## src/rtl/lcd_pkg.sv

```systemverilog
// rtl/lcd_pkg.sv - shared states, command bytes and geometry for the 2x16 text LCD sequencer
package lcd_pkg;

  typedef enum logic [3:0] {
    ST_PWR_WAIT,
    ST_FUNC_SET,
    ST_DISP_CTRL,
    ST_ENTRY,
    ST_CLEAR,
    ST_L1_ADDR,
    ST_L1_CHAR,
    ST_L2_ADDR,
    ST_L2_CHAR,
    ST_IDLE
  } lcd_state_t;

  localparam logic [7:0] CMD_FUNC_SET = 8'h38;
  localparam logic [7:0] CMD_CLEAR    = 8'h01;
  localparam logic [7:0] CMD_LINE1    = 8'h80;
  localparam logic [7:0] CMD_LINE2    = 8'hC0;

  localparam int LCD_COLS  = 16;
  localparam int LCD_CHARS = 32;

endpackage

```

## src/rtl/lcd_xfer_phase.sv

```systemverilog
// rtl/lcd_xfer_phase.sv - two-tick strobe generator for one LCD command or data byte
//
// Ports:
//   clk, rst      system clock, asynchronous active-low reset
//   en_clk        pacing tick; nothing changes on cycles without it
//   start         a transfer is wanted; accepted on a tick while idle (phase 0)
//   rs, tx_byte   register select and byte captured on the accepting tick
//   lcd_e         strobe: high for the phase-0 tick, low from the phase-1 tick
//   lcd_rs        captured register select, held until the next transfer
//   lcd_data      captured byte, held until the next transfer
//   done          combinational, high on the tick that ends phase 1
module lcd_xfer_phase (
  input  logic       clk,
  input  logic       rst,
  input  logic       en_clk,
  input  logic       start,
  input  logic       rs,
  input  logic [7:0] tx_byte,
  output logic       lcd_e,
  output logic       lcd_rs,
  output logic [7:0] lcd_data,
  output logic       done
);

  logic phase;

  assign done = en_clk & phase;

  always_ff @(posedge clk or negedge rst) begin
    if (!rst) begin
      phase    <= 1'b0;
      lcd_e    <= 1'b0;
      lcd_rs   <= 1'b0;
      lcd_data <= 8'h00;
    end else if (en_clk) begin
      if (phase) begin
        // Falling edge of E is where the LCD latches; rs/data stay put.
        lcd_e <= 1'b0;
        phase <= 1'b0;
      end else if (start) begin
        lcd_e    <= 1'b1;
        lcd_rs   <= rs;
        lcd_data <= tx_byte;
        phase    <= 1'b1;
      end
    end
  end

endmodule

```

## src/rtl/lcd_text_ctrl.sv

```systemverilog
// rtl/lcd_text_ctrl.sv - HD44780 2x16 init and continuous refresh sequencer, 8-bit write-only
//
// Optional feature macro: LCD_FRAME_SYNC_EN (adds frame_req/frame_done and an IDLE
// state between frames; without it frames free-run).
//
// Ports:
//   clk, rst      system clock, asynchronous active-low reset
//   en_clk        one-clk pacing tick; all state changes happen only on it
//   char_data     ASCII for char_addr, sampled on the tick starting that character
//   frame_req     (macro only) permission to start the next frame, seen on a tick
//   frame_done    (macro only) one-clk pulse on the tick ending character 31
//   char_addr     character index, 0-15 line 1, 16-31 line 2, 0 outside char states
//   init_done     high after the clear command completes, until reset
//   lcd_e, lcd_rs, lcd_rw, lcd_data   LCD bus (rw tied low)
module lcd_text_ctrl
  import lcd_pkg::*;
#(
  parameter int         POWERUP_TICKS = 20,
  parameter logic [7:0] ENTRY_MODE    = 8'h06,
  parameter logic [7:0] DISP_CTRL     = 8'h0C
) (
  input  logic       clk,
  input  logic       rst,
  input  logic       en_clk,
  input  logic [7:0] char_data,
`ifdef LCD_FRAME_SYNC_EN
  input  logic       frame_req,
  output logic       frame_done,
`endif
  output logic [4:0] char_addr,
  output logic       init_done,
  output logic       lcd_e,
  output logic       lcd_rs,
  output logic       lcd_rw,
  output logic [7:0] lcd_data
);

  localparam logic [15:0] PWR_LAST  = 16'(POWERUP_TICKS);
  localparam logic [4:0]  LAST_L1   = 5'(LCD_COLS - 1);
  localparam logic [4:0]  FIRST_L2  = 5'(LCD_COLS);
  localparam logic [4:0]  LAST_CHAR = 5'(LCD_CHARS - 1);

  lcd_state_t  state, next_state;
  logic [15:0] pwr_cnt;
  logic        xfer_start, xfer_rs, xfer_done;
  logic [7:0]  xfer_byte;

  assign lcd_rw = 1'b0;

`ifdef LCD_FRAME_SYNC_EN
  assign frame_done = xfer_done && (state == ST_L2_CHAR) && (char_addr == LAST_CHAR);
`endif

  lcd_xfer_phase u_xfer (
    .clk      (clk),
    .rst      (rst),
    .en_clk   (en_clk),
    .start    (xfer_start),
    .rs       (xfer_rs),
    .tx_byte  (xfer_byte),
    .lcd_e    (lcd_e),
    .lcd_rs   (lcd_rs),
    .lcd_data (lcd_data),
    .done     (xfer_done)
  );

  always_ff @(posedge clk or negedge rst) begin
    if (!rst) state <= ST_PWR_WAIT;
    else      state <= next_state;
  end

  // Every transfer state keeps start asserted, so the strobe generator begins
  // the next byte on the tick right after the previous phase 1: no idle ticks.
  always_comb begin
    next_state = state;
    xfer_start = 1'b0;
    xfer_rs    = 1'b0;
    xfer_byte  = 8'h00;
    case (state)
      ST_PWR_WAIT: begin
        if (en_clk && (pwr_cnt + 16'd1 >= PWR_LAST)) next_state = ST_FUNC_SET;
      end
      ST_FUNC_SET: begin
        xfer_start = 1'b1;
        xfer_byte  = CMD_FUNC_SET;
        if (xfer_done) next_state = ST_DISP_CTRL;
      end
      ST_DISP_CTRL: begin
        xfer_start = 1'b1;
        xfer_byte  = DISP_CTRL;
        if (xfer_done) next_state = ST_ENTRY;
      end
      ST_ENTRY: begin
        xfer_start = 1'b1;
        xfer_byte  = ENTRY_MODE;
        if (xfer_done) next_state = ST_CLEAR;
      end
      ST_CLEAR: begin
        xfer_start = 1'b1;
        xfer_byte  = CMD_CLEAR;
        if (xfer_done) next_state = ST_L1_ADDR;
      end
      ST_L1_ADDR: begin
        xfer_start = 1'b1;
        xfer_byte  = CMD_LINE1;
        if (xfer_done) next_state = ST_L1_CHAR;
      end
      ST_L1_CHAR: begin
        xfer_start = 1'b1;
        xfer_rs    = 1'b1;
        xfer_byte  = char_data;
        if (xfer_done && (char_addr == LAST_L1)) next_state = ST_L2_ADDR;
      end
      ST_L2_ADDR: begin
        xfer_start = 1'b1;
        xfer_byte  = CMD_LINE2;
        if (xfer_done) next_state = ST_L2_CHAR;
      end
      ST_L2_CHAR: begin
        xfer_start = 1'b1;
        xfer_rs    = 1'b1;
        xfer_byte  = char_data;
`ifdef LCD_FRAME_SYNC_EN
        if (xfer_done && (char_addr == LAST_CHAR)) next_state = ST_IDLE;
`else
        if (xfer_done && (char_addr == LAST_CHAR)) next_state = ST_L1_ADDR;
`endif
      end
`ifdef LCD_FRAME_SYNC_EN
      // The line-1 address command is launched on the very tick frame_req is
      // seen, so the IDLE tick doubles as that command's phase 0.
      ST_IDLE: begin
        if (frame_req) begin
          xfer_start = 1'b1;
          xfer_byte  = CMD_LINE1;
          if (en_clk) next_state = ST_L1_ADDR;
        end
      end
`endif
      default: next_state = ST_PWR_WAIT;
    endcase
  end

  // char_addr moves at the end of the preceding transfer, giving the source a
  // full tick to settle before the character's phase-0 sample.
  always_ff @(posedge clk or negedge rst) begin
    if (!rst) begin
      pwr_cnt   <= 16'd0;
      char_addr <= 5'd0;
      init_done <= 1'b0;
    end else if (en_clk) begin
      if (state == ST_PWR_WAIT) pwr_cnt <= pwr_cnt + 16'd1;
      if (xfer_done) begin
        case (state)
          ST_CLEAR:   init_done <= 1'b1;
          ST_L1_CHAR: char_addr <= (char_addr == LAST_L1) ? 5'd0 : char_addr + 5'd1;
          ST_L2_ADDR: char_addr <= FIRST_L2;
          ST_L2_CHAR: char_addr <= (char_addr == LAST_CHAR) ? 5'd0 : char_addr + 5'd1;
          default:    ;
        endcase
      end
    end
  end

endmodule
```

## config.mk

```make
export PLATFORM = sky130hd
export DESIGN_NAME = lcd_text_ctrl
export DESIGN_NICKNAME = d
export VERILOG_FILES = /design/src/rtl/lcd_pkg.sv /design/src/rtl/lcd_xfer_phase.sv /design/src/rtl/lcd_text_ctrl.sv
export SDC_FILE = /design/constraint.sdc
export NUM_CORES = 1
export LEC_CHECK = 0
export ABC_CLOCK_PERIOD_IN_PS = 2100
export CAP_MARGIN = 20
export CORE_ASPECT_RATIO = 0.6
export CORE_MARGIN = 4
export CORE_UTILIZATION = 57
export CTS_BUF_LIST = sky130_fd_sc_hd__clkbuf_8
export DETAILED_ROUTE_END_ITERATION = 16
export GPL_TIMING_DRIVEN = 0
export PLACE_DENSITY_LB_ADDON = 0.2
export SYNTH_ARGS = -nofsm -noshare
export SYNTH_HDL_FRONTEND = slang
export SYNTH_SLANG_ARGS = --single-unit
```

## constraint.sdc

```tcl
create_clock -name clk -period 2.1 [get_ports clk]
set_input_delay 0.42 -clock clk [delete_from_list [all_inputs] [get_ports clk]]
set_output_delay 0.42 -clock clk [all_outputs]
set_load 0.05 [all_outputs]
```

==> flow_summary.toml <==
[run_status]
run_status = "finished clean"

[clock_network]
cts_setup_buffers = 0
cts.sinks = 37
root_buffer = "clkbuf_8"
cts_buffers = 5
htreeDepth = 2
cts.repair.resized = 0
clock_path_buffers = 2
worstSkewPairLatency_ns = 0.29
clk_pin_slew_worst_paths_ns = 0.08
holdBufCountCts = 0
cts_tree = "built"

[die]
dieArea_mm2 = 0.00504
row_count = 17
num_io_pins = 28
die_w_um = 89.0
chipHeight_um = 56.6
core_area_mm2 = 0.00372
initial_utilization_pct = 60.3

[cells_and_area]
final_nets = 292
areaGrowthSynthToFinish_pct = 19.2
layout.cells.non_filler = 324
drive_gt1_share_pct = 14.1
antenna_cells = 0

[grt]
grtUsageTotal_pct = 20.9
grt_pass1_vias = 1746
grt_pass1_wl_um = 8070
gr-total-overflow = 0
antenna_found_initial = 0
grt_max_degree = 38

[route]
drt-initial-drc-count = 125
drc = 0
drtPass1Iterations = 4
via_per_inst = 5.90
postRouteAntennaNets = 0
wl_um = 4880
routedWlPerCell_um = 15.1
vias = 1910

[synth]
ys_types = 52
ys_ff_latch = 37
synth_xor_area_share_pct = 7.03
synth_edf_count = 0
ys.flop_type = "dfrtp_1"
syn_area_mm2 = 0.00224
muxShareOfSynthArea_pct = 0.502
synth_adder_area_share_pct = 2.79
synthCells = 243
syn_avg_cell_area_um2 = 9.23
async_reset_ff_share_pct = 100
seq_area_frac_synth_pct = 41.3
yosysWarnings = 0
synth_top_family_by_area = "simple AND/OR/NAND/NOR gates"
synthesis.nets = 259
synth-simple-area-share_pct = 25.3
synth_compound_area_share_pct = 17.2

[place]
place_hpwl_um = 3450
globalplace.congestion = 0.895
post-place-ws_ns = -0.0111
dp.cells = 316
port_buffers = 26

[setup_path]
slowest_stage = "dfrtp_1"
required_ns = 2.27
max_stage_delay_ns = 0.43
crit_buf_inv = 1
crit_path_max_fanout = 9
endpoint_kind = "flip-flop"
arrival_ns = 2.13
critPathTopFamily = "compound AO/OA/AOI/OAI gates"
crit_type = "reg2reg"
crit_chain = "ha_1 > and3_1 > buf_6 > a211oi_1 > o2111ai_1 > a221oi_2 > a22oi_1"
start_kind = "flip-flop"

[timing]
worst_pin_slew_ns = 0.820
hold_violations = 0
setup_viol = 0
skew_ns = 0.00638
drv_slew = 0
fmax_ghz = 0.510
slew_headroom_pct = 45.3
fin_crit_ns = 1.96
fin_ws_ns = 0.139
period_share_pct = 93.4

[pwr]
p_leak_uw = 0.00116
comb_power_share_pct = 53.3
vdd_drop_max_v = 0.000979
seqPwrFrac_pct = 30.8
cellPowerDensity_mw_per_mm2 = 1320
swShare_pct = 46.6
p_sw_uw = 1650
clkPwrFrac_pct = 15.9
intPower_uw = 1890

[hold_path]
holdCritPathClass = "in2async"

[job]
maxCapViolCount = 0
## state kept, by name (all words and copies together), names as in the netlist
signal	count
pwr_cnt	16
u_xfer.lcd_data	8
char_addr	5
state	4
init_done	1
u_xfer.lcd_e	1
u_xfer.lcd_rs	1
u_xfer.phase	1
## final timing paths
kind | slack, ns | to | depth (start not counted) | from
min in group clk | 0.48 | init_done | 1 | init_done
max reg2reg | 0.14 | state[0] | 7 | pwr_cnt[0]
min | 0.22 | pwr_cnt[2] | 1 | rst
max | 0.14 | state[0] | 7 | pwr_cnt[0]
max in group asynchronous | 1.31 | char_addr[0] | 1 | rst
min reg2reg | 0.48 | init_done | 1 | init_done
## per-layer routing
metal	wire length, um	global-route usage (%)
met3	270	6.16
met1	2520	32.4
met4	52	7.01
met2	2040	27.3
met5	0	0
## synth_stat cells (all sizes together) (4+ instances only)
master / n / area share (%)
dfrtp: 37 / 41
nand2: 28 / 4.7
nor2: 19 / 3.2
a21oi: 18 / 4.5
xnor2: 15 / 5.9
buf: 11 / 3.3
o21ai: 11 / 3.0
inv: 10 / 1.7
nand3: 10 / 2.2
nor3: 7 / 2.5
and3: 6 / 1.7
nand2b: 6 / 2.0
a31oi: 5 / 1.4
ha: 5 / 2.8
a21o: 4 / 1.3
clkbuf: 4 / 0.67
nand4: 4 / 1.1
## cell usage in the layout, fill, tap and decap left out, types with 5 or more instances in the layout
master           netlist  final
dfrtp_1               37     36
nand2_1               28     28
clkdlybuf4s50_1        0     25
nor2_1                19     19
a21oi_1               17     16
xnor2_1               15     15
nand3_1               10     10
inv_1                 10     10
buf_2                  6      7
o21ai_0                7      7
clkbuf_8               0      7
and3_1                 6      6
a31oi_1                5      5
nand2b_1               5      5
ha_1                   5      5
## final cells by class
| cell class | instances | area [um^2] |
|---|---|---|
| multi-input cells | 181 | 1200 |
| fillers | 277 | 1050 |
| well taps | 47 | 58.8 |
| inverters | 10 | 37.5 |
| clock inverters | 1 | 5.00 |
| repair buffers | 26 | 255 |
| flip-flops and latches | 37 | 927 |
| clock buffers | 7 | 96.3 |
| plain buffers | 15 | 90.1 |
## power by group through the flow
| stage | Sequential (uW) | Clock, uW | Combinational (uW) |
|---|---|---|---|
| after floorplan | 1580 | 0 | 854 |
| after global placement | 1090 | 0 | 1830 |
| after detailed placement | 1100 | 0 | 1860 |
| after CTS | 1090 | 568 | 1870 |
| after global routing | 1120 | 594 | 2050 |
| final | 1090 | 563 | 1890 |
## metrics by stage
stage	power (uW)	utilization, %	instance area (um^2)	hold WS [ns]	setup TNS [ns]
6_report	3540	71.8	2670	0.219	0
5_1_grt	3760	71.8	2670	0.294	-0.00327
4_1_cts	3530	71.5	2660	0.257	0
3_5_place_dp	2960	68.7	2560	0.447	-0.0145
3_3_place_gp	2920	68.9	2560	0.450	-10.35
2_1_floorplan	2440	-	2240	0.124	0
## cells by family (layout without fill, tap and decap cells)
| group | after synthesis | in the layout |
|---|---|---|
| simple gates | 101 | 101 |
| flops | 37 | 37 |
| buf+inv | 25 | 59 |
| fa+ha+maj | 5 | 5 |
| xor+xnor | 18 | 18 |
| other cells | 1 | 1 |
| compound gates | 55 | 55 |
| mux | 1 | 1 |
No activity file was read; power rests on OpenSTA's default activity.
==> patch (config.mk and constraints unchanged) <==
Register the input `char_data` before use, without a reset. The logic sees it one clock later.
--- a/src/rtl/lcd_text_ctrl.sv
+++ b/src/rtl/lcd_text_ctrl.sv
@@ -41,2 +41,8 @@
   localparam logic [4:0]  LAST_CHAR = 5'(LCD_CHARS - 1);
+
+  logic [7:0] char_data_q;
+
+  always_ff @(posedge clk) begin
+    char_data_q <= char_data;
+  end
 
@@ -110,3 +116,3 @@
         xfer_rs    = 1'b1;
-        xfer_byte  = char_data;
+        xfer_byte  = char_data_q;
         if (xfer_done && (char_addr == LAST_L1)) next_state = ST_L2_ADDR;
@@ -121,3 +127,3 @@
         xfer_rs    = 1'b1;
-        xfer_byte  = char_data;
+        xfer_byte  = char_data_q;
 `ifdef LCD_FRAME_SYNC_EN
Function: same outputs for any inputs over 10 cycles, from zero or initial values and one cycle with rst low; that may be too few to reach the edited logic, so the function may still have changed.
==> patch against the original RTL <==
  * Total power is 0.83% higher
  * Design area is 6.3% higher
  * Setup slack worse by 0.060 ns
  * Clock skew is 0.0031 ns lower
  * Critical path depth stayed put
  * Maximum frequency is 3.0% lower
  * Sequential cell count is 8 higher
  * Synthesized cell count is 0.82% higher
  * Sequential share of layout area is 3.6 points higher
  * Synthesized area is 5.3% higher
  * First-iteration DRC count is 42% higher
  * Routed wire length is 6.5% higher
  * Critical path type unchanged
  * Largest cell class unchanged
  * Highest routed layer unchanged
==> patch: results <==
set metrics [dict create \
    status "finished, final reports clean" \
    synth_cell_types 59 \
    use_met3_pct 5.188 \
    synth.mux.area_fraction_pct 2.278 \
    wirelength_mm 5.199 \
    portBuffers 26 \
    synthTopCellsByCount "dfrtp_1 (37), nor2_1 (24), nand2_1 (22)" \
    yosysSeqAreaShare_pct 45.97 \
    synthArstFlopShare_pct 82.22 \
    fill_cells 303 \
    cp_max_fo 5 \
    antenna_cells 0 \
    cpPeakStageDelay_ns 0.46 \
    dpl.cell_count 318 \
    top_regs "pwr_cnt x16, char_data_q x8, u_xfer.lcd_data x8" \
    p_leak_nw 1.222 \
    syn_nets 262 \
    critical_path_arrival_ns 2.21 \
    dpl.hpwl_mm 3.682 \
    nets 300 \
    grt_usage_pct 20.58 \
    use_met2_pct 26.99 \
    synth_compound_area_share_pct 16.31 \
    wl_met2_mm 2.081 \
    synthTopCellsByArea "dfrtp_1 (39%), dfxtp_1 (6.8%), xnor2_1 (4.1%), nor2_1 (3.8%), nand2_1 (3.5%)" \
    slowest_stage "dfrtp_2" \
    pre_cts_ws_ns -0.1028 \
    yosysWarnings 0 \
    grt_pass1_wl_mm 8.645 \
    p_sw_share_pct 45.15 \
    final.setup_skew_ns 0.003259 \
    seqPwrFrac_pct 35.7 \
    grt_pass1_vias 1758 \
    syn-instance-count 245 \
    met3WireLength_um 361 \
    vias_per_cell 5.864 \
    ir_drop_mv 1.004 \
    synth-xor-area-share_pct 6.674 \
    switching_power_mw 1.611 \
    num_vias 1941 \
    combPwrFrac_pct 49.7 \
    met1_usage_pct 32.84 \
    globalplace.congestion 0.8496 \
    synth_fa_ha_area_share_pct 3.602 \
    met1Wirelength_mm 2.709 \
    insertion_delay_ns 0.30 \
    antenna_found_initial 0 \
    holdCritPathClass "input port to asynchronous set/reset pin" \
    drt_iter0_drc 177 \
    timing.setup.tns_ns 0 \
    cts.path.max_buffers 2 \
    drive_above_1_share_pct 15.49 \
    tightest_slew_ns 0.8516 \
]
## patch: logic make-up (layout without fill, tap and decap cells)
family          after synthesis  count (layout)
mux                           5               5
other cells                   1               1
xor+xnor                     18              18
flops                        45              45
buf+inv                      20              59
compound gates               59              59
fa+ha+maj                     7               7
simple gates                 90              90
## patch: final timing paths
path	slack, ns	endpoint	from
worst min-delay path	0.22	pwr_cnt[4]	rst
worst max-delay path	0.08	state[0]	pwr_cnt[0]
worst max register to register	0.08	state[0]	pwr_cnt[0]
worst min register to register	0.48	u_xfer.lcd_data[6]	char_data_q[6]
min in group clk	0.48	u_xfer.lcd_data[6]	char_data_q[6]
max in group asynchronous	1.29	pwr_cnt[0]	rst
## patch: critical path: cells and delay by family, from the launching register on
kind	cells	cell delay, ns
AO/OA/AOI/OAI	3	0.67
adder cells (fa/ha/maj)	1	0.20
flip-flops	1	0.46
AND/OR/NAND/NOR	3	0.59
## patch: per-stage QoR
| step | area, um2 | hold slack (ns) |
|---|---|---|
| 6_report | 2843 | 0.2243 |
| 5_1_grt | 2843 | 0.2808 |
| 4_1_cts | 2766 | 0.2493 |
| 3_5_place_dp | 2676 | 0.4651 |
| 3_3_place_gp | 2681 | 0.4516 |
| 2_1_floorplan | 2362 | 0.1244 |
## patch: what timing repair did
item                                    in CTS  in global routing
buffers inserted                             0                  5
pin swaps                                    0                  1
endpoints found under the setup margin       2                 12
resized for setup                            2                 11
gates cloned                                 0                  0
## patch: area by class of cell
class / count / share of cell area, %
multi-input cells: 180 / 42.65
inverters: 7 / 0.9243
repair buffers: 31 / 10.30
well taps: 47 / 2.069
clock buffers: 5 / 2.421
plain buffers: 13 / 2.861
clock inverters: 3 / 0.4842
flip-flops and latches: 45 / 38.29
